[config.mk]
export PLATFORM = sky130hd
export DESIGN_NAME = axi4lite_reg_sub
export DESIGN_NICKNAME = d
export VERILOG_FILES = /design/src/rtl/axi4lite_reg_sub.sv
export SDC_FILE = /design/constraint.sdc
export NUM_CORES = 1
export LEC_CHECK = 0
export CAP_MARGIN = 10
export CORE_MARGIN = 5
export CORE_UTILIZATION = 50
export CTS_CLUSTER_DIAMETER = 60
export DETAILED_ROUTE_END_ITERATION = 16
export PLACE_DENSITY_LB_ADDON = 0.12
export SETUP_SLACK_MARGIN = 0.05
export SKIP_CTS_REPAIR_TIMING = 1
export SYNTH_ARGS = -nofsm -noshare
export SYNTH_HDL_FRONTEND = slang
export SYNTH_SLANG_ARGS = --single-unit
[constraint.sdc]
create_clock -name S_AXI_ACLK -period 4 [get_ports S_AXI_ACLK]
set_input_delay 1.2 -clock S_AXI_ACLK [delete_from_list [all_inputs] [get_ports S_AXI_ACLK]]
set_output_delay 1.2 -clock S_AXI_ACLK [all_outputs]
set_load 0.02 [all_outputs]
[src/rtl/axi4lite_reg_sub.sv]
// AXI4-Lite subordinate with a 4-word control/status bank (CTRL, SCRATCH, STATUS, ID).
// Write and read channels run independent, strictly ordered handshake FSMs with registered outputs.
//
// state  | meaning
// W_ADDR | waiting for AW handshake (AWREADY high once out of reset)
// W_DATA | address captured, waiting for W handshake (WREADY high)
// W_RESP | response loaded, BVALID high until BREADY
// R_ADDR | waiting for AR handshake (ARREADY high once out of reset)
// R_DATA | read data loaded, RVALID high until RREADY
module axi4lite_reg_sub #(
  parameter logic [31:0] ID_VALUE   = 32'hA41C_0001,
  parameter logic [31:0] CTRL_RESET = 32'h0000_0000
) (
  input  logic        S_AXI_ACLK,
  input  logic        S_AXI_ARESET,
  input  logic [3:0]  S_AXI_AWADDR,
  input  logic [2:0]  S_AXI_AWPROT,
  input  logic        S_AXI_AWVALID,
  output logic        S_AXI_AWREADY,
  input  logic [31:0] S_AXI_WDATA,
  input  logic [3:0]  S_AXI_WSTRB,
  input  logic        S_AXI_WVALID,
  output logic        S_AXI_WREADY,
  output logic [1:0]  S_AXI_BRESP,
  output logic        S_AXI_BVALID,
  input  logic        S_AXI_BREADY,
  input  logic [3:0]  S_AXI_ARADDR,
  input  logic [2:0]  S_AXI_ARPROT,
  input  logic        S_AXI_ARVALID,
  output logic        S_AXI_ARREADY,
  output logic [31:0] S_AXI_RDATA,
  output logic [1:0]  S_AXI_RRESP,
  output logic        S_AXI_RVALID,
  input  logic        S_AXI_RREADY
);

  typedef enum logic [1:0] {W_ADDR, W_DATA, W_RESP} w_state_t;
  typedef enum logic {R_ADDR, R_DATA} r_state_t;

  localparam logic [1:0] RESP_OKAY   = 2'b00;
  localparam logic [1:0] RESP_SLVERR = 2'b10;

  localparam logic [1:0] IDX_CTRL    = 2'd0;
  localparam logic [1:0] IDX_SCRATCH = 2'd1;
  localparam logic [1:0] IDX_STATUS  = 2'd2;

  w_state_t    w_state;
  r_state_t    r_state;

  logic [1:0]  wr_idx;
  logic        wr_priv;

  logic [31:0] ctrl_reg;
  logic [31:0] scratch_reg;
  logic [15:0] ok_count;
  logic [15:0] err_count;

  logic        aw_hs;
  logic        w_hs;
  logic        ar_hs;
  logic        wr_err;
  logic [31:0] rd_mux;

  logic        unused_sig;
  assign unused_sig = ^{S_AXI_AWADDR[1:0], S_AXI_AWPROT[2:1], S_AXI_ARADDR[1:0], S_AXI_ARPROT};

  function automatic logic [31:0] apply_strb(input logic [31:0] cur,
                                             input logic [31:0] data,
                                             input logic [3:0]  strb);
    logic [31:0] res;
    res = cur;
    for (int i = 0; i < 4; i++) begin
      if (strb[i]) res[8*i +: 8] = data[8*i +: 8];
    end
    return res;
  endfunction

  assign aw_hs = (w_state == W_ADDR) && S_AXI_AWVALID && S_AXI_AWREADY;
  assign w_hs  = (w_state == W_DATA) && S_AXI_WVALID && S_AXI_WREADY;
  assign ar_hs = (r_state == R_ADDR) && S_AXI_ARVALID && S_AXI_ARREADY;

  // STATUS and ID are read-only; CTRL additionally requires a privileged access.
  always_comb begin
    wr_err = 1'b0;
    case (wr_idx)
      IDX_CTRL:    wr_err = !wr_priv;
      IDX_SCRATCH: wr_err = 1'b0;
      default:     wr_err = 1'b1;
    endcase
  end

  always_comb begin
    rd_mux = '0;
    case (S_AXI_ARADDR[3:2])
      IDX_CTRL:    rd_mux = ctrl_reg;
      IDX_SCRATCH: rd_mux = scratch_reg;
      IDX_STATUS:  rd_mux = {err_count, ok_count};
      default:     rd_mux = ID_VALUE;
    endcase
  end

  always_ff @(posedge S_AXI_ACLK) begin
    if (S_AXI_ARESET) begin
      w_state       <= W_ADDR;
      S_AXI_AWREADY <= 1'b0;
      S_AXI_WREADY  <= 1'b0;
      S_AXI_BVALID  <= 1'b0;
      S_AXI_BRESP   <= RESP_OKAY;
      wr_idx        <= 2'd0;
      wr_priv       <= 1'b0;
    end else begin
      case (w_state)
        W_ADDR: begin
          if (aw_hs) begin
            S_AXI_AWREADY <= 1'b0;
            S_AXI_WREADY  <= 1'b1;
            wr_idx        <= S_AXI_AWADDR[3:2];
            wr_priv       <= S_AXI_AWPROT[0];
            w_state       <= W_DATA;
          end else begin
            S_AXI_AWREADY <= 1'b1;
          end
        end
        W_DATA: begin
          if (w_hs) begin
            S_AXI_WREADY <= 1'b0;
            S_AXI_BVALID <= 1'b1;
            S_AXI_BRESP  <= wr_err ? RESP_SLVERR : RESP_OKAY;
            w_state      <= W_RESP;
          end
        end
        W_RESP: begin
          if (S_AXI_BREADY) begin
            S_AXI_BVALID  <= 1'b0;
            S_AXI_BRESP   <= RESP_OKAY;
            S_AXI_AWREADY <= 1'b1;
            w_state       <= W_ADDR;
          end
        end
        default: begin
          S_AXI_AWREADY <= 1'b0;
          S_AXI_WREADY  <= 1'b0;
          S_AXI_BVALID  <= 1'b0;
          w_state       <= W_ADDR;
        end
      endcase
    end
  end

  // Register commit happens on the W handshake edge, so a read sampled on
  // that same edge still sees the old contents.
  always_ff @(posedge S_AXI_ACLK) begin
    if (S_AXI_ARESET) begin
      ctrl_reg    <= CTRL_RESET;
      scratch_reg <= 32'h0;
      ok_count    <= 16'h0;
      err_count   <= 16'h0;
    end else if (w_hs) begin
      if (wr_err) begin
        if (err_count != 16'hFFFF) err_count <= err_count + 16'd1;
      end else begin
        ok_count <= ok_count + 16'd1;
        case (wr_idx)
          IDX_CTRL:    ctrl_reg    <= apply_strb(ctrl_reg, S_AXI_WDATA, S_AXI_WSTRB);
          IDX_SCRATCH: scratch_reg <= apply_strb(scratch_reg, S_AXI_WDATA, S_AXI_WSTRB);
          default: ;
        endcase
      end
    end
  end

  always_ff @(posedge S_AXI_ACLK) begin
    if (S_AXI_ARESET) begin
      r_state       <= R_ADDR;
      S_AXI_ARREADY <= 1'b0;
      S_AXI_RVALID  <= 1'b0;
      S_AXI_RDATA   <= 32'h0;
      S_AXI_RRESP   <= RESP_OKAY;
    end else begin
      case (r_state)
        R_ADDR: begin
          if (ar_hs) begin
            S_AXI_ARREADY <= 1'b0;
            S_AXI_RVALID  <= 1'b1;
            S_AXI_RDATA   <= rd_mux;
            S_AXI_RRESP   <= RESP_OKAY;
            r_state       <= R_DATA;
          end else begin
            S_AXI_ARREADY <= 1'b1;
          end
        end
        R_DATA: begin
          if (S_AXI_RREADY) begin
            S_AXI_RVALID  <= 1'b0;
            S_AXI_RDATA   <= 32'h0;
            S_AXI_RRESP   <= RESP_OKAY;
            S_AXI_ARREADY <= 1'b1;
            r_state       <= R_ADDR;
          end
        end
        default: begin
          S_AXI_ARREADY <= 1'b0;
          S_AXI_RVALID  <= 1'b0;
          S_AXI_RDATA   <= 32'h0;
          r_state       <= R_ADDR;
        end
      endcase
    end
  end

endmodule

==> metrics, run 1 <==
yosys warns 0; final WL between 15000 and 20000 um; critical setup path kind in -> reg; P&R area growth vs syn 26.5%; FF+latch area between 0.002 and 0.003 mm2; max-cap violation count 0; area of the multi-input gates around 0.0031 mm2; Chip Width 120 um; I/O pin count 98; EDFF count, synth 0; worst reg-to-reg setup slack about 1.6 ns; Cell Area, Synth between 0.006 and 0.007 mm2; core area around 0.012 mm2; Die Footprint about 0.014 mm2; chip height about 120 um; DRT iter0 DRCs between 300 and 400; Worst Skew 0.00670 ns; DR pass1 iterations 4; Root Driver clkbuf_16; final net count slightly below 800; DRC violations left 0; Hold Crit Class reg -> reg; endpoints failing hold 0; global-route usage over all layers 22.7%; Distinct cells, synth 48; status complete, no violations; sequential cell area fraction in the yosys report around 46%; cell row count 40; Yosys reg bits 140; CP arrival 3.42 ns; Startpoint Class input port; vias in the first global route roughly 5200; Starting Density between 50 and 60%; asr flop ratio synth 0%; ANT nets after route 0; clock latency on the worst-skew pair just over 0.4 ns; via count between 5000 and 6000; IO buf count 85; slew margin rel. between 40 and 50%; maximum clock path buffer count 2; setup_tns 0 ns; routability cong. 0.839; Syn Inst Count between 600 and 700; Worst Setup End Kind flop; Max Clock Freq 325 MHz; WP data required 4.34 ns; first-pass GRT wire length about 26000 um; RSZ-0062 raised after global routing no; Reg clk slew, reported paths around 0.060 ns; max-slew violations 0; worst vdd ir approximately 0.26 mV; initial antenna violation count 0; Filler cells a little under 1000; Pwr per Cell Area approximately 430 mW/mm2; DR vias/cell just under 6; design area between 0.007 and 0.008 mm2; drt wl/cell roughly 18 um; CTS tree done; share of cells above drive strength 1 8.76%; syn_area_per_cell 9.37 um2; DP Area 0.00704 mm2; largest net degree at the start of global routing between 80 and 90; Slew @ Worst Pin around 0.86 ns; total clock sinks 140; fin crit period between 3 and 4 ns; critical-path maximum fanout 10; gr ovfl total 0; setup violators final 0; Post-synth top flop dfxtp_1; Leak 0.00286 uW; dpl hpwl roughly 11000 um; diode count 0; CTS Buf Count 17; CTS HTree Levels 4; Final period util about three quarters
kinds of logic (layout without fill, tap and decap cells):
logic type	after synthesis	count (layout)	share of synthesized area, %
and+or+nand+nor	211	211	17.5
DFF	140	140	46.1
adders and majority gates	2	2	0.412
muxes	98	98	16.3
AOI/OAI and AO/OA	133	133	14.9
xor gates and xnor gates	5	5	0.720
buffers and inverters	59	139	4.05
other	1	3	0.0617
metrics by stage:
step / total power [uW] / hold WS, ns / setup slack [ns] / instances / utilization, %
after floorplan: 1540 / 0.453 / 1.31 / 651 / -
final: 3320 / 0.456 / 0.921 / 878 / 64.3
after global placement: 1640 / 0.442 / 0.583 / 847 / 58.9
after global routing: 3420 / 0.485 / 0.827 / 878 / 64.3
after CTS: 3350 / 0.459 / 0.945 / 878 / 64.3
after detailed placement: 1640 / 0.451 / 0.520 / 847 / 58.9
per-layer routing:
layer / global-route usage [%] / vias up / share of wire, %
met2: 35.5 / 168 / 46
met3: 5.43 / 27 / 6.0
met4: 8.92 / 0 / 1.7
met5: 0 / - / 0
met1: 30.4 / 2512 / 47
li1: - / 2501 / -
power breakdown:
part | internal, uW | total (uW) | switching, uW
logic | 83.7 | 195 | 111
clock network | 1140 | 1710 | 567
registers | 1410 | 1420 | 12.2
cell type report:
class / count / area share, %
inverters: 10 / 0.488
multi-input cells: 452 / 39.7
well taps: 147 / 2.39
repair buffers: 98 / 12.6
flip-flops and latches: 140 / 36.4
clock buffers: 25 / 6.70
clock inverters: 6 / 1.69
cells in the final DEF (no fill, tap or decap), types with 8 or more instances in the layout:
cell type	n
mux2i_1	92
nand2_1	18
dfxtp_1	140
nor2_1	109
a21oi_1	37
o31ai_1	11
clkdlybuf4s50_1	83
o2bb2ai_1	25
buf_4	12
nand4_1	12
nor3_1	8
or4_1	11
a22oi_1	25
clkbuf_16	17
nand3_1	15
inv_1	10
or3_1	9
o21ai_0	15
worst max-delay path, cell delays in order:
cell	delay [ns]
clkdlybuf4s50_1	0.59
nand4b_4	0.24
or4_1	0.72
or4_1	0.51
a21oi_1	0.15
worst paths after layout:
| path | end | from | depth (start not counted) |
|---|---|---|---|
| worst max-delay path | err_count[15]$_SDFFE_PP0P_ | S_AXI_WVALID | 5 |
| worst min-delay path | S_AXI_RDATA[19]$_SDFFE_PP0P_ | S_AXI_RDATA[19]$_SDFFE_PP0P_ | 2 |
| worst max register to register | err_count[5]$_SDFFE_PP0P_ | wr_idx[0]$_SDFFE_PP0P_ | 4 |
| worst min register to register | S_AXI_RDATA[19]$_SDFFE_PP0P_ | S_AXI_RDATA[19]$_SDFFE_PP0P_ | 2 |
synthesized netlist by cell type, drive strengths merged, types with 2 or more instances:
| cell type | n | share of area (%) |
|---|---|---|
| a21oi | 39 | 3.2 |
| mux2 | 6 | 1.1 |
| o2bb2ai | 25 | 3.6 |
| nor4b | 2 | 0.29 |
| nand4 | 12 | 1.2 |
| or4 | 11 | 1.4 |
| buf | 13 | 1.2 |
| nand3b | 3 | 0.37 |
| nand2 | 18 | 1.1 |
| a31oi | 5 | 0.51 |
| nor3 | 8 | 0.66 |
| nand2b | 2 | 0.21 |
| clkbuf | 36 | 2.2 |
| nor2 | 109 | 6.7 |
| nor4 | 7 | 1.1 |
| xor2 | 2 | 0.29 |
| o21ai | 15 | 1.2 |
| nand3 | 15 | 1.2 |
| o221ai | 7 | 1.0 |
| mux2i | 92 | 15 |
| nor2b | 3 | 0.31 |
| inv | 10 | 0.62 |
| xnor2 | 3 | 0.43 |
| dfxtp | 140 | 46 |
| o21bai | 2 | 0.25 |
| a22oi | 25 | 3.1 |
| and4 | 4 | 0.58 |
| or3 | 9 | 0.93 |
| ha | 2 | 0.41 |
| o31ai | 11 | 1.4 |
(Power assumes the default switching activity.)
==> run 2, diff against run 1 <==
==> constraint.sdc (replaced) <==
create_clock -name S_AXI_ACLK -period 2.9 [get_ports S_AXI_ACLK]
set_input_delay 0.87 -clock S_AXI_ACLK [delete_from_list [all_inputs] [get_ports S_AXI_ACLK]]
set_output_delay 0.87 -clock S_AXI_ACLK [all_outputs]
set_load 0.02 [all_outputs]
==> metrics, run 2 (same netlist as run 1, synthesis figures left out) <==
status complete, no violations (unchanged); Die Footprint 0.0145 mm2 (unchanged); Final Non-Filler Cells 895 (was 878); Final period util 87.4%; DRT iter0 DRCs 367 (was 369); DRC violations left 0 (unchanged); share of cells above drive strength 1 10.7% (was 8.76%); Leak 0.00293 uW (was 0.00286 uW); CTS Buf Count 17 (unchanged); I/O pin count 98 (unchanged); CTS tree done (unchanged); Fin Hold WS 0.456 ns (about the same); diode count 0 (unchanged); Worst Skew 0.00495 ns (was 0.00670 ns); Reg clk slew, reported paths 0.06 ns (about the same); total clock sinks 140 (unchanged); Worst Setup Slack, final 0.365 ns (was 0.921 ns); vias in the first global route 5268 (was 5205); P&R area growth vs syn 28.6% (was 26.5%); Root Driver clkbuf_16 (unchanged); Largest stage delay, worst path 0.62 ns (was 0.72 ns); endpoints failing hold 0 (unchanged); critical path's most frequent cell or4_1 (unchanged); chip height 120 um (unchanged); DR pass1 iterations 5 (was 4); core area 0.0120 mm2 (unchanged); Hold Crit Class reg -> reg (unchanged); via count 5251 (was 5208); gr ovfl total 0 (unchanged); met1 WL 7350 um (was 7500 um); setup violators final 0 (unchanged); Cell Chain, Critical Path clkdlybuf4s50_1 -> nand4b_4 -> or4_1 -> or4_1 -> a21oi_1 (unchanged); Pwr per Cell Area 590 mW/mm2 (was 432 mW/mm2); max-cap violation count 0 (unchanged); CP arrival 2.88 ns (was 3.42 ns); cell row count 40 (unchanged); drt wl/cell 17.8 um (was 18.3 um); Max Clock Freq slightly below 400 MHz; routability cong. 0.839 (about the same); RSZ-0062 raised after global routing no (unchanged); fin crit period 2.54 ns; first-pass GRT wire length 26100 um (was 26300 um); critical setup path kind in -> reg (unchanged); largest net degree at the start of global routing 59 (was 82); DR vias/cell 5.87 (was 5.93); Slowest cell on crit path or4_1 (unchanged); Startpoint Class input port (unchanged); DR WL met3 1150 um (was 959 um); most frequent cells in the layout 140 x dfxtp_1, 109 x nor2_1, 92 x mux2i_1, 83 x clkdlybuf4s50_1, 37 x a21oi_1 (unchanged); max layer used met4 (unchanged); Worst Setup End Kind flop (unchanged); final WL 15900 um (was 16000 um); Slew @ Worst Pin 0.652 ns (was 0.856 ns); Filler cells 971 (was 984); DP Worst Slack -0.0360 ns (was 0.520 ns); leading cell type in the layout, fill and taps excluded dfxtp_1 (unchanged); Starting Density 50.8% (unchanged); clock latency on the worst-skew pair 0.42 ns (was 0.41 ns); met2 WL post-DR 7220 um (was 7300 um); WP data required 3.24 ns (was 4.34 ns); post-layout util 65.3% (was 64.3%); dpl hpwl 10800 um (was 10600 um); max-slew violations 0 (unchanged); Chip Width 120 um (unchanged); ANT nets after route 0 (unchanged); global-route usage over all layers 22.6% (was 22.7%); slew margin rel. 56.5% (was 42.9%); worst vdd ir 0.495 mV (was 0.262 mV); initial antenna violation count 0 (unchanged); final net count 796 (was 778); IO buf count 85 (unchanged); critical-path maximum fanout 6 (was 10); Post-Place Cells 865 (was 847); maximum clock path buffer count 2 (unchanged); CTS HTree Levels 4 (unchanged)
run 2: cell types whose count changed in the layout (fill, tap and decap cells not counted), sizes merged:
cell      previous run  this run
bufinv               4         5
clkbuf              25        24
clkinv               2         0
buf                 15        33
clkinvlp             0         1
run 2: final cells by class:
class / count / area, um2 / share of cell area [%]
sequential: 140 / 2800 / 35.9
tap: 147 / 184 / 2.35
clock inverter: 6 / 158 / 2.02
timing repair buffer: 116 / 1090 / 13.9
inverter: 10 / 37.5 / 0.480
multi-input combinational: 452 / 3050 / 39.1
clock buffer: 24 / 492 / 6.29
run 2: path summary, 6_finish.rpt:
check        cells after the start  slack (ns)                      endpoint                         start
min reg2reg                      2        0.46  S_AXI_RDATA[29]$_SDFFE_PP0P_  S_AXI_RDATA[29]$_SDFFE_PP0P_
max reg2reg                      4        0.82    err_count[15]$_SDFFE_PP0P_     err_count[5]$_SDFFE_PP0P_
max                              5        0.36    err_count[15]$_SDFFE_PP0P_                  S_AXI_WVALID
min                              2        0.46  S_AXI_RDATA[29]$_SDFFE_PP0P_  S_AXI_RDATA[29]$_SDFFE_PP0P_
run 2: where the power goes:
| part | internal, uW | total (uW) | leakage (uW) | switching (uW) |
|---|---|---|---|---|
| clock | 1610 | 2380 | 0.000313 | 775 |
| combinational | 120 | 271 | 0.00149 | 151 |
| sequential | 1940 | 1960 | 0.00113 | 16.9 |
run 2: layer usage:
metal,vias to the layer above,global-route usage [%]
li1,2535,-
met1,2529,30.2
met2,166,35.0
met3,21,7.06
met4,0,7.22
met5,-,0
run 2: critical path: cells and delay by family:
family	cells	cell delay, ns
compound gates	1	0.15
simple gates	3	1.25
buf+inv	1	0.59
run 2: per-stage QoR:
stage / total power (uW) / instance area (um2) / TNS (ns)
floorplan: 2130 / 6090 / 0
global placement: 2260 / 7170 / -0.00213
detailed placement: 2270 / 7170 / -0.0360
CTS: 4650 / 7820 / 0
global route: 4760 / 7820 / 0
finish: 4610 / 7820 / 0
==> run 3, diff against run 2 <==
--- a/config.mk
+++ b/config.mk
@@ -10,6 +10,7 @@
 export CORE_UTILIZATION = 50
 export CTS_CLUSTER_DIAMETER = 60
 export DETAILED_ROUTE_END_ITERATION = 16
+export GPL_ROUTABILITY_DRIVEN = 0
 export PLACE_DENSITY_LB_ADDON = 0.12
 export SETUP_SLACK_MARGIN = 0.05
 export SKIP_CTS_REPAIR_TIMING = 1
==> results of run 3 <==
No change in the layout: final DEF, timing and power equal those of run 2.
